--- src/rtl/ring_arbiter.sv ---
// Round-robin arbiter with a one-hot rotating priority pointer and registered one-hot grant.
// Optional forced release after MAX_HOLD cycles is built when GRANT_TIMEOUT_EN is defined.
module ring_arbiter #(
  parameter int N        = 4,
  parameter int IDXW     = 2,
  parameter int MAX_HOLD = 8
) (
  input  logic            clock,
  input  logic            reset,
  input  logic [N-1:0]    req,
  input  logic            done,
  output logic [N-1:0]    grant,
  output logic [IDXW-1:0] grant_idx,
  output logic            busy,
  output logic            timeout
);

  typedef enum logic {
    ST_IDLE  = 1'b0,
    ST_GRANT = 1'b1
  } state_t;

  state_t          state_q, state_d;
  logic [N-1:0]    ptr_q, ptr_d;
  logic [N-1:0]    grant_q, grant_d;
  logic [IDXW-1:0] idx_q, idx_d;

`ifdef GRANT_TIMEOUT_EN
  localparam int HW = $clog2(MAX_HOLD + 1);
  logic [HW-1:0]   hold_q, hold_d;
  logic            timeout_q, timeout_d;
`endif

  logic [IDXW-1:0] ptr_idx;
  logic            ptr_ok;
  logic [2*N-1:0]  req_sh;
  logic [IDXW:0]   pick_sum;
  logic [IDXW-1:0] pick_idx;
  logic            pick_found;
  logic            release_evt;
  logic [N-1:0]    ptr_next;

  // Scan order starts at the pointer bit; the doubled vector handles wrap-around.
  always_comb begin
    ptr_idx = '0;
    for (int i = 0; i < N; i++) begin
      if (ptr_q[i]) ptr_idx = IDXW'(i);
    end
    ptr_ok     = $onehot(ptr_q);
    req_sh     = {req, req} >> ptr_idx;
    pick_sum   = '0;
    pick_idx   = '0;
    pick_found = 1'b0;
    for (int k = 0; k < N; k++) begin
      if (!pick_found && req_sh[k]) begin
        pick_found = 1'b1;
        pick_sum   = {1'b0, ptr_idx} + (IDXW+1)'(k);
        if (pick_sum >= (IDXW+1)'(N)) pick_sum = pick_sum - (IDXW+1)'(N);
        pick_idx   = pick_sum[IDXW-1:0];
      end
    end
  end

  assign release_evt = done | ~req[idx_q];
  assign ptr_next    = {grant_q[N-2:0], grant_q[N-1]};

  always_comb begin
    state_d = state_q;
    grant_d = grant_q;
    idx_d   = idx_q;
    ptr_d   = ptr_ok ? ptr_q : {{(N-1){1'b0}}, 1'b1};
`ifdef GRANT_TIMEOUT_EN
    hold_d    = hold_q;
    timeout_d = 1'b0;
`endif
    case (state_q)
      ST_IDLE: begin
        if (pick_found) begin
          grant_d           = '0;
          grant_d[pick_idx] = 1'b1;
          idx_d             = pick_idx;
          state_d           = ST_GRANT;
`ifdef GRANT_TIMEOUT_EN
          hold_d            = '0;
`endif
        end
      end
      ST_GRANT: begin
        if (release_evt) begin
          grant_d = '0;
          ptr_d   = ptr_next;
          state_d = ST_IDLE;
`ifdef GRANT_TIMEOUT_EN
          hold_d  = '0;
        end else if (hold_q == HW'(MAX_HOLD - 1)) begin
          // Forced release; pointer advances exactly as for a normal release.
          grant_d   = '0;
          ptr_d     = ptr_next;
          state_d   = ST_IDLE;
          hold_d    = '0;
          timeout_d = 1'b1;
        end else begin
          hold_d  = hold_q + HW'(1);
`endif
        end
      end
      default: begin
        state_d = ST_IDLE;
        grant_d = '0;
      end
    endcase
  end

  always_ff @(posedge clock) begin
    if (reset) begin
      state_q <= ST_IDLE;
      ptr_q   <= {{(N-1){1'b0}}, 1'b1};
      grant_q <= '0;
      idx_q   <= '0;
`ifdef GRANT_TIMEOUT_EN
      hold_q    <= '0;
      timeout_q <= 1'b0;
`endif
    end else begin
      state_q <= state_d;
      ptr_q   <= ptr_d;
      grant_q <= grant_d;
      idx_q   <= idx_d;
`ifdef GRANT_TIMEOUT_EN
      hold_q    <= hold_d;
      timeout_q <= timeout_d;
`endif
    end
  end

  assign grant     = grant_q;
  assign grant_idx = idx_q;
  assign busy      = (state_q == ST_GRANT);
`ifdef GRANT_TIMEOUT_EN
  assign timeout   = timeout_q;
`else
  assign timeout   = 1'b0;
`endif

endmodule

--- config.mk ---
export PLATFORM = sky130hd
export DESIGN_NAME = ring_arbiter
export DESIGN_NICKNAME = d
export VERILOG_FILES = /design/src/rtl/ring_arbiter.sv
export SDC_FILE = /design/constraint.sdc
export NUM_CORES = 1
export LEC_CHECK = 0
export ABC_AREA = 0
export BUFFER_PORTS_ARGS = -buffer_cell sky130_fd_sc_hd__buf_4
export CAP_MARGIN = 20
export CORE_ASPECT_RATIO = 1.1
export CORE_MARGIN = 2
export CORE_UTILIZATION = 40
export CTS_CLUSTER_SIZE = 12
export DETAILED_ROUTE_END_ITERATION = 8
export PLACE_DENSITY = 0.6
export SETUP_SLACK_MARGIN = 0.2
export SYNTH_ARGS = -nofsm -noshare
export SYNTH_HDL_FRONTEND = slang
export SYNTH_SLANG_ARGS = --single-unit
--- constraint.sdc ---
create_clock -name clock -period 2.84 [get_ports clock]
set_input_delay 0.568 -clock clock [delete_from_list [all_inputs] [get_ports clock]]
set_output_delay 0.568 -clock clock [all_outputs]
set_load 0.005 [all_outputs]
==> results.md, run 1 <==
- Run status: completed
- Nets: 100
- Total track usage: 15.7%
- Number of setup violations in the final report: 0
- Hold Vio Cnt, Final: 0
- Post-synth EDFFs: 0
- Sink Count: 11
- Max-slew headroom: 59.5%
- Fmax: approximately 430 MHz
- CTS Root Buffer Type: clkbuf_4
- Die area: 1960 um2
- Critical path class: flip-flop to flip-flop
- First-pass GRT wire length: 2.25 mm
- Max clock buf depth: 2
- CORE AREA: approximately 1500 um2
- Global route overflow: 0
- Dpl cells: 102
- Post-CTS Setup Repair Bufs: 0
- Pre-antenna DRT Iters: 4
- Worst r2r src: ptr_q[3]$_SDFF_PP0_
- GR Util met1: between 10% and 20%
- N_diodes: 0
- Met3 usage: between 2 and 2.5%
- RSZ-0062 raised after global routing: false
- Number of global-route vias before repair: 519
- Clock transition at path regs: 70 ps
- Mean Syn Cell Area: 8.66 um2
- Met2 usage: 25.8%
- Pwr per Cell Area: 454 nW/um2
- Gates resized, CTS repair: 0
- Clock Latency Late Sink: 270 ps
- P_leak: 0.331 nW
- Die Span Y: 46.3 um
- H-Tree Depth: 1
- Area growth syn-to-layout: 20.4%
- Total routed wirelength: 1.35 mm
- Dominant synthesized flop cell: dfxtp_1
- Finished Layout Cells: 106
- Maxcap violations: 0
- CP Launch Type: flip-flop
- Crit. End Element: flip-flop
- Mapped Nets: 85
- Crit path DAT: around 2500 ps
- Worst vdd ir: 0.195 mV
- PortBufs: 13
- Antenna-violating nets left: 0
- Crit-path max FO: 6
- Synthesized instance count: 75
- Hold Crit Class: flip-flop to flip-flop
- Final GP Congestion: 0.697
- Die X: 42.4 um
- Vias per cell: 5.48
- Seq cells post-synth: 11
- Post-route minimum period: 2330 ps
- FF-to-FF End: ptr_q[1]$_SDFF_PP0_
- Via count: 581
- Seq/Total Area, Yosys: 33.9%
- Hold_sp: grant_idx[1]$_SDFFE_PP0P_
- DRC viols: 0
- Post-synth ARST share: 0%
- Worst-Margin Slew: about 600 ps
- Final period util: between 80% and 90%
- Skew final: 0.979 ps
- Worst reg2reg path depth: 8
- Worst Hold End: grant_idx[1]$_SDFFE_PP0P_
- DR iter-0 viols: 11
- Row count: 15
- Hold_ws: 488 ps
- Worst endpoint required time: just over 3000 ps
- CTS tree: yes
- FF-to-FF setup slack: about 510 ps
- Largest net degree at the start of global routing: 14
- Max Transition Viols Final: 0
- GR peak layer: met2
- WL per Instance: 12.7 um
- Cts hold-fix bufs: 0
- CTS Buf Count: 3
- I/O pins: 15
- Initial antenna violation count: 0
- Layout cell share with drive strength beyond 1: 29.2%
- YS warnings: 0
- Dpl hpwl: 995 um
- Mapped cell area: 649 um2
- Synth unique cells: 34
- Final TNS setup: 0 ps
- Starting Density: 42.2%
- Worst hold path depth: 2
==> cell families after synthesis <==
kind of cell	count (synthesis)	share of synthesized area [%]
compound gates	21	24.3
simple gates	28	25.2
mux	2	3.08
fa+ha+maj	3	6.94
other cells	1	0.577
flops	11	33.9
buf+inv	9	5.97
==> worst max-delay path: stages, from the launching register on <==
cell	delay (ps)
dfxtp_1	410
inv_1	100
fa_1	480
inv_1	40
ha_1	170
ha_1	270
nor4b_1	570
nand3_1	140
o21ai_0	90
==> synth_stat cells (all sizes together) (2+ instances only) <==
cell type	n	area share, %
buf	2	1.9
dfxtp	11	34
mux2i	2	3.1
a21oi	4	3.1
nand3b	2	2.3
inv	5	2.9
ha	2	3.9
nand2b	5	4.8
o21ai	6	4.6
or2	2	1.9
a31o	2	2.7
nand2	4	2.3
nand3	4	3.1
a21o	2	2.3
nor2	5	2.9
clkbuf	2	1.2
==> worst max path at each step <==
stage | start | to | slack [ps]
2_1_floorplan | ptr_q[3]$_SDFF_PP0_ | ptr_q[0]$_SDFF_PP1_ | 690
3_3_place_gp | ptr_q[3]$_SDFF_PP0_ | ptr_q[1]$_SDFF_PP0_ | 570
3_5_place_dp | ptr_q[3]$_SDFF_PP0_ | ptr_q[1]$_SDFF_PP0_ | 530
4_1_cts | ptr_q[3]$_SDFF_PP0_ | ptr_q[1]$_SDFF_PP0_ | 500
5_1_grt | ptr_q[3]$_SDFF_PP0_ | ptr_q[3]$_SDFF_PP0_ | 280
6_report | ptr_q[3]$_SDFF_PP0_ | ptr_q[1]$_SDFF_PP0_ | 510
==> area by class of cell <==
cell class	instances	area [um2]
multi-input combinational	55	390
sequential	11	220
timing repair buffer	14	105
inverter	5	18.8
tap	17	21.3
fill	156	757
clock buffer	4	26.3
==> stage by stage <==
| stage | power (mW) | util [%] | area, um2 | setup slack [ps] |
|---|---|---|---|---|
| detailed placement | 0.253 | 49.1 | 756 | 532 |
| CTS | 0.361 | 50.8 | 782 | 504 |
| global route | 0.380 | 50.8 | 782 | 283 |
| floorplan | 0.225 | - | 649 | 690 |
| global placement | 0.253 | 49.1 | 756 | 567 |
| finish | 0.355 | 50.8 | 782 | 513 |
==> placed cells by master, fill, tap and decap left out, types with 2 or more instances in the layout <==
master / n
a21o_1: 2
a21oi_1: 4
ha_1: 2
nand3b_1: 2
nand2b_1: 5
clkbuf_4: 3
mux2i_1: 2
or2_2: 2
buf_4: 14
dfxtp_1: 11
o21ai_0: 5
nand3_1: 4
a31o_2: 2
nor2_1: 5
nand2_1: 4
inv_1: 4
==> power breakdown <==
part           switching (mW)  leakage, nW  internal (mW)  total [mW]
clock                  0.0512       0.0150         0.0545       0.106
sequential            0.00801       0.0899          0.164       0.172
combinational          0.0387        0.226         0.0392      0.0778
==> registers in the layout, summed over array words and instances (netlist names) <==
signal / count
grant: 4
grant_idx: 2
busy: 1
ptr_q: 4
==> per-layer routing <==
layer / vias up / part of all wire, %
met5: - / 0
met4: 0 / 3.0
met3: 5 / 3.8
met2: 12 / 45
met1: 262 / 48
li1: 302 / -
(Power assumes the default switching activity.)
==> run 2, diff against run 1 <==
--- a/config.mk
+++ b/config.mk
@@ -13,7 +13,7 @@
 export CORE_UTILIZATION = 40
 export CTS_CLUSTER_SIZE = 12
 export DETAILED_ROUTE_END_ITERATION = 8
-export PLACE_DENSITY = 0.6
+export PLACE_DENSITY = 0.63
 export SETUP_SLACK_MARGIN = 0.2
 export SYNTH_ARGS = -nofsm -noshare
 export SYNTH_HDL_FRONTEND = slang
==> constraint.sdc (replaced) <==
create_clock -name clock -period 2 [get_ports clock]
set_input_delay 0.4 -clock clock [delete_from_list [all_inputs] [get_ports clock]]
set_output_delay 0.4 -clock clock [all_outputs]
set_load 0.005 [all_outputs]
==> run 2 against run 1 <==
Compared with the run above: flip-flop and latch count unchanged; non-clock buffer count up 3; via count shrank 0.86%; count of clock-buffer cells in the layout is the same; register-to-register slack got worse by 370 ps; final cell count up 2.8%; maximum frequency up 26%; utilization is 4.5 points higher; die area did not move; wire length is 3.6% higher; critical endpoint is now ptr_q[3]$_SDFF_PP0_; sequential power rose by 42%.
==> results.md, run 2 (synthesized netlist as in run 1, its figures left out) <==
- Run status: completed
- P_leak: 0.353 nW
- Max Transition Viols Final: 0
- First-pass GRT wire length: 2.38 mm
- Finished Layout Cells: 109
- Crit. End Element: flip-flop
- Number of global-route vias before repair: ~540
- Vias per cell: 5.28
- CP bufs+invs: 2
- Critical path class: flip-flop to flip-flop
- Total track usage: 16.5%
- Pre-antenna DRT Iters: 4
- Crit path DAT: 2050 ps
- Clock transition at path regs: approximately 70 ps
- Fill count: roughly 160
- CORE AREA: 1540 um2
- PortBufs: 13
- Via count: around 580
- Area growth syn-to-layout: 31.0%
- Die Span Y: approximately 46 um
- Most frequent cells in the layout: buf_4 (17), dfxtp_1 (8), nand2b_1 (5), nor2_1 (5)
- Die X: between 40 and 50 um
- Dpl cells: 102
- Antenna-violating nets left: 0
- Crit-path max FO: 4
- Clock Latency Late Sink: ~270 ps
- Crit path largest cell delay: about 540 ps
- H-Tree Depth: 1
- Hold Crit Class: input port to flip-flop
- Dpl hpwl: between 1 and 1.5 mm
- Layout cell share with drive strength beyond 1: 40.2%
- I/O pins: 15
- Setup crit end: ptr_q[3]$_SDFF_PP0_
- RSZ-0062 raised after global routing: true
- N_diodes: 0
- Worst endpoint required time: between 2000 and 2500 ps
- Post-route minimum period: roughly 1900 ps
- Starting Density: a little over two fifths
- Max clock buf depth: 2
- Global route overflow: 0
- Kind of cell adding the most delay to the critical path: adder cells
- WL per Instance: 12.8 um
- Max stage delay cell, worst path: fa_1
- Total routed wirelength: between 1 and 1.5 mm
- Pwr per Cell Area: 617 nW/um2
- Maxcap violations: 0
- DR iter-0 viols: 5
- CP Depth: 8
- Sink Count: 11
- Hold_ws: a little over 400 ps
- Largest net degree at the start of global routing: 14
- Die area: slightly below 2000 um2
- CP Launch Type: flip-flop
- Initial antenna violation count: 0
- Worst vdd ir: 0.342 mV
- Cts hold-fix bufs: 0
- Worst r2r src: ptr_q[0]$_SDFF_PP1_
- Final GP Congestion: 0.744
- Final TNS setup: 0 ps
- Worst reg2reg path depth: 8
- Fmax: 540 MHz
- Setup crit start: ptr_q[0]$_SDFF_PP1_
- Critical path, cell by cell: inv_2 > fa_1 > inv_2 > ha_4 > ha_4 > nor4b_4 > nand3_1 > o21ai_1
- Nets: 103
- CTS tree: yes
- FF-to-FF End: ptr_q[3]$_SDFF_PP0_
- Skew final: roughly 2.9 ps
- CTS Buf Count: 3
- CTS Root Buffer Type: clkbuf_4
- Hold Vio Cnt, Final: 0
- PnR Total Power: 525 uW
- Final period util: 92.7%
- FF-to-FF setup slack: 150 ps
- DRC viols: 0
- Number of setup violations in the final report: 0
- Commonest non-fill, non-tap cell in the layout: buf_4
- Row count: 15
[run 2: metrics by stage]
| step | worst slack, ps | utilization [%] | area (um2) |
|---|---|---|---|
| final | 147 | 55.3 | 851 |
| after global routing | 31.9 | 55.3 | 851 |
| after CTS | 83.2 | 54.6 | 841 |
| after detailed placement | 76.3 | 51.1 | 787 |
| after global placement | 120 | 51.1 | 787 |
| after floorplan | 215 | - | 681 |
[run 2: worst min-delay path by stage]
stage,cells after the start,endpoint,slack [ps],from
detailed placement,2,grant_idx[1]$_SDFFE_PP0P_,490,grant_idx[1]$_SDFFE_PP0P_
global placement,2,grant_idx[1]$_SDFFE_PP0P_,480,grant_idx[1]$_SDFFE_PP0P_
global route,2,grant_idx[0]$_SDFFE_PP0P_,410,reset
finish,2,grant[1]$_SDFFE_PP0P_,410,reset
floorplan,2,ptr_q[1]$_SDFF_PP0_,470,ptr_q[1]$_SDFF_PP0_
CTS,2,grant_idx[0]$_SDFFE_PP0P_,400,reset
[run 2: routing by layer]
layer | global-route usage, % | up-vias | part of all wire (%) | routed length [um]
met5 | 0 | - | 0 | 0
met4 | 9.38 | 0 | 0.93 | 13
met3 | 3.92 | 2 | 4.5 | 63
met2 | 27.4 | 12 | 46 | 638
met1 | 19.9 | 260 | 49 | 678
li1 | - | 302 | - | -
[run 2: layout make-up]
| cell class | count | area (um2) | area share [%] |
|---|---|---|---|
| tap | 17 | 21.3 | 2.50 |
| sequential | 11 | 226 | 26.6 |
| clock buffer | 4 | 26.3 | 3.09 |
| timing repair buffer | 17 | 128 | 15.0 |
| inverter | 5 | 18.8 | 2.21 |
| multi-input combinational | 55 | 430 | 50.6 |
[run 2: report_power, final]
part           switching, mW  leakage [nW]  internal (mW)
logic                 0.0616         0.247         0.0685
clock network         0.0745        0.0150         0.0772
registers             0.0118        0.0909          0.232
[run 2: what timing repair did]
item	CTS	global route
resized for setup	7	2
endpoints found under the setup margin	4	4
buffers inserted	3	0
pin swaps	5	4
==> run 3, diff against run 2 <==
--- a/config.mk
+++ b/config.mk
@@ -13,7 +13,7 @@
 export CORE_UTILIZATION = 40
 export CTS_CLUSTER_SIZE = 12
 export DETAILED_ROUTE_END_ITERATION = 8
-export PLACE_DENSITY = 0.63
+export PLACE_DENSITY = 0.72
 export SETUP_SLACK_MARGIN = 0.2
 export SYNTH_ARGS = -nofsm -noshare
 export SYNTH_HDL_FRONTEND = slang
==> constraint.sdc (replaced) <==
create_clock -name clock -period 1.8 [get_ports clock]
set_input_delay 0.36 -clock clock [delete_from_list [all_inputs] [get_ports clock]]
set_output_delay 0.36 -clock clock [all_outputs]
set_load 0.005 [all_outputs]
==> run 3 against run 2 <==
Compared with the run above: worst hold slack got worse by 45 ps; die area did not move; count of clock-buffer cells in the layout did not move; global-route usage rose by 0.36 points; critical path type unchanged; flip-flop and latch count did not move; combinational power rose by 10%; highest routed layer unchanged; clock power rose by 15%; clock skew barely moved; sequential power rose by 11%; worst setup slack got worse by 220 ps; final cell count rose by 0.92%; the run now ends with negative setup slack left.
==> results.md, run 3 (synthesized netlist as in run 1, its figures left out) <==
- Run status: complete, but fails checks
- Failing checks: negative setup slack
- Final GP Congestion: about 0.74
- Final core occ: 55.0%
- Hold Crit Class: input port to flip-flop
- Clock transition at path regs: 70 ps
- Hold_ws: 361 ps
- Worst vdd ir: roughly 0.37 mV
- Clk pwr share: a little under 30%
- Vias per cell: 5.49
- Most frequent cells in the layout: buf_4 (18), dfxtp_1 (8), nand2b_1 (5), nor2_1 (5)
- Crit-path max FO: 4
- P_leak: 0.356 nW
- Commonest non-fill, non-tap cell in the layout: buf_4
- Final period util: 104%
- Placed cell area: 818 um2
- Pre-antenna DRT Iters: 6
- Crit path DAT: 2090 ps
- Dpl cells: 106
- Final WS setup: -78.1 ps
- Dpl hpwl: around 1.1 mm
- Number of setup violations in the final report: 4
- Nets: 104
- Worst endpoint required time: between 2000 and 2500 ps
- Fin area: 846 um2
- Die X: 42.4 um
- Max stage delay cell, worst path: fa_1
- Worst reg2reg path depth: 8
- Area growth syn-to-layout: 30.3%
- Max clock buf depth: 2
- Largest net degree at the start of global routing: 14
- DR iter-0 viols: 16
- Internal power: ~420 uW
- Finished Layout Cells: 110
- Place WS: -94.9 ps
- Crit. End Element: flip-flop
- CTS tree: yes
- Hold Vio Cnt, Final: 0
- WL per Instance: 13.1 um
- CTS Root Buffer Type: clkbuf_4
- Via count: 604
- Kind of cell adding the most delay to the critical path: adder cells
- Cts hold-fix bufs: 0
- Worst hold path depth: 2
- Number of global-route vias before repair: 565
- Maxcap violations: 0
- Post-route minimum period: 1880 ps
- Sequential share of power: between 40 and 50%
- Critical path class: flip-flop to flip-flop
- Switching part of the total power: 28.5%
- Initial antenna violation count: 0
- H-Tree Depth: 1
- Max Transition Viols Final: 0
- CORE AREA: 1540 um2
- PortBufs: 13
- Die Span Y: 46.3 um
- First-pass GRT wire length: 2.38 mm
- N_diodes: 0
- Final TNS setup: -216 ps
- Antenna-violating nets left: 0
- Crit path largest cell delay: between 500 and 600 ps
- Die area: 1960 um2
- Total routed wirelength: 1.44 mm
- Sink Count: 11
- Pwr per Cell Area: 695 nW/um2
- CP bufs+invs: 2
- Global route overflow: 0
- CTS Buf Count: 3
- CP Depth: 8
- I/O pins: 15
- Clock Latency Late Sink: 280 ps
- Fmax: between 500 and 600 MHz
- PnR Total Power: 588 uW
- RSZ-0062 raised after global routing: true
- Total track usage: 16.9%
- Layout cell share with drive strength beyond 1: around two fifths
- P_sw: 168 uW
- FF-to-FF setup slack: -80 ps
- Starting Density: 42.2%
- Skew final: 3.06 ps
- DRC viols: 0
- Post-CTS Setup Repair Bufs: 0
- Comb power frac: 24.3%
- CP Launch Type: flip-flop
- Row count: 15
- Critical path, cell by cell: inv_2 > fa_1 > inv_1 > ha_2 > ha_4 > nor4b_4 > nand3_1 > o21ai_1
## run 3: what timing repair did
action,4_1_cts,5_1_grt
resized for setup,3,0
hold endpoints to repair,0,0
setup endpoints to repair,4,4
pin swaps,1,1
## run 3: final timing paths
kind                                           startpoint                   endpoint
worst max register to register        ptr_q[0]$_SDFF_PP1_        ptr_q[1]$_SDFF_PP0_
worst max-delay path                  ptr_q[0]$_SDFF_PP1_        ptr_q[1]$_SDFF_PP0_
worst min-delay path                                reset      grant[1]$_SDFFE_PP0P_
worst min register to register  grant_idx[1]$_SDFFE_PP0P_  grant_idx[1]$_SDFFE_PP0P_
## run 3: routing by layer
| layer | vias to the layer above | GRT usage [%] | wire length (um) |
|---|---|---|---|
| li1 | 307 | - | - |
| met5 | - | 0 | 0 |
| met3 | 4 | 2.35 | 70 |
| met1 | 274 | 19.2 | 613 |
| met4 | 0 | 15.0 | 48 |
| met2 | 19 | 28.0 | 707 |
## run 3: power by group through the flow
stage / combinational [mW] / clock [mW] / sequential, mW
floorplan: 0.0895 / 0 / 0.276
global placement: 0.139 / 0 / 0.276
detailed placement: 0.144 / 0 / 0.276
CTS: 0.144 / 0.181 / 0.271
global route: 0.159 / 0.186 / 0.274
finish: 0.143 / 0.175 / 0.271
## run 3: area by class of cell
| cell class | instances | area (um2) |
|---|---|---|
| Inverter | 5 | 18.8 |
| Timing Repair Buffer | 18 | 135 |
| Tap cell | 17 | 21.3 |
| Fill cell | 167 | 693 |
| Sequential cell | 11 | 224 |
| Multi-Input combinational cell | 55 | 420 |
| Clock buffer | 4 | 26.3 |
## run 3: worst register-to-register path, stage by stage, from the launching register on
cell	delay, ps
dfxtp_2	320
inv_2	40
fa_1	520
inv_1	40
ha_2	170
ha_4	220
nor4b_4	280
nand3_1	130
o21ai_1	90
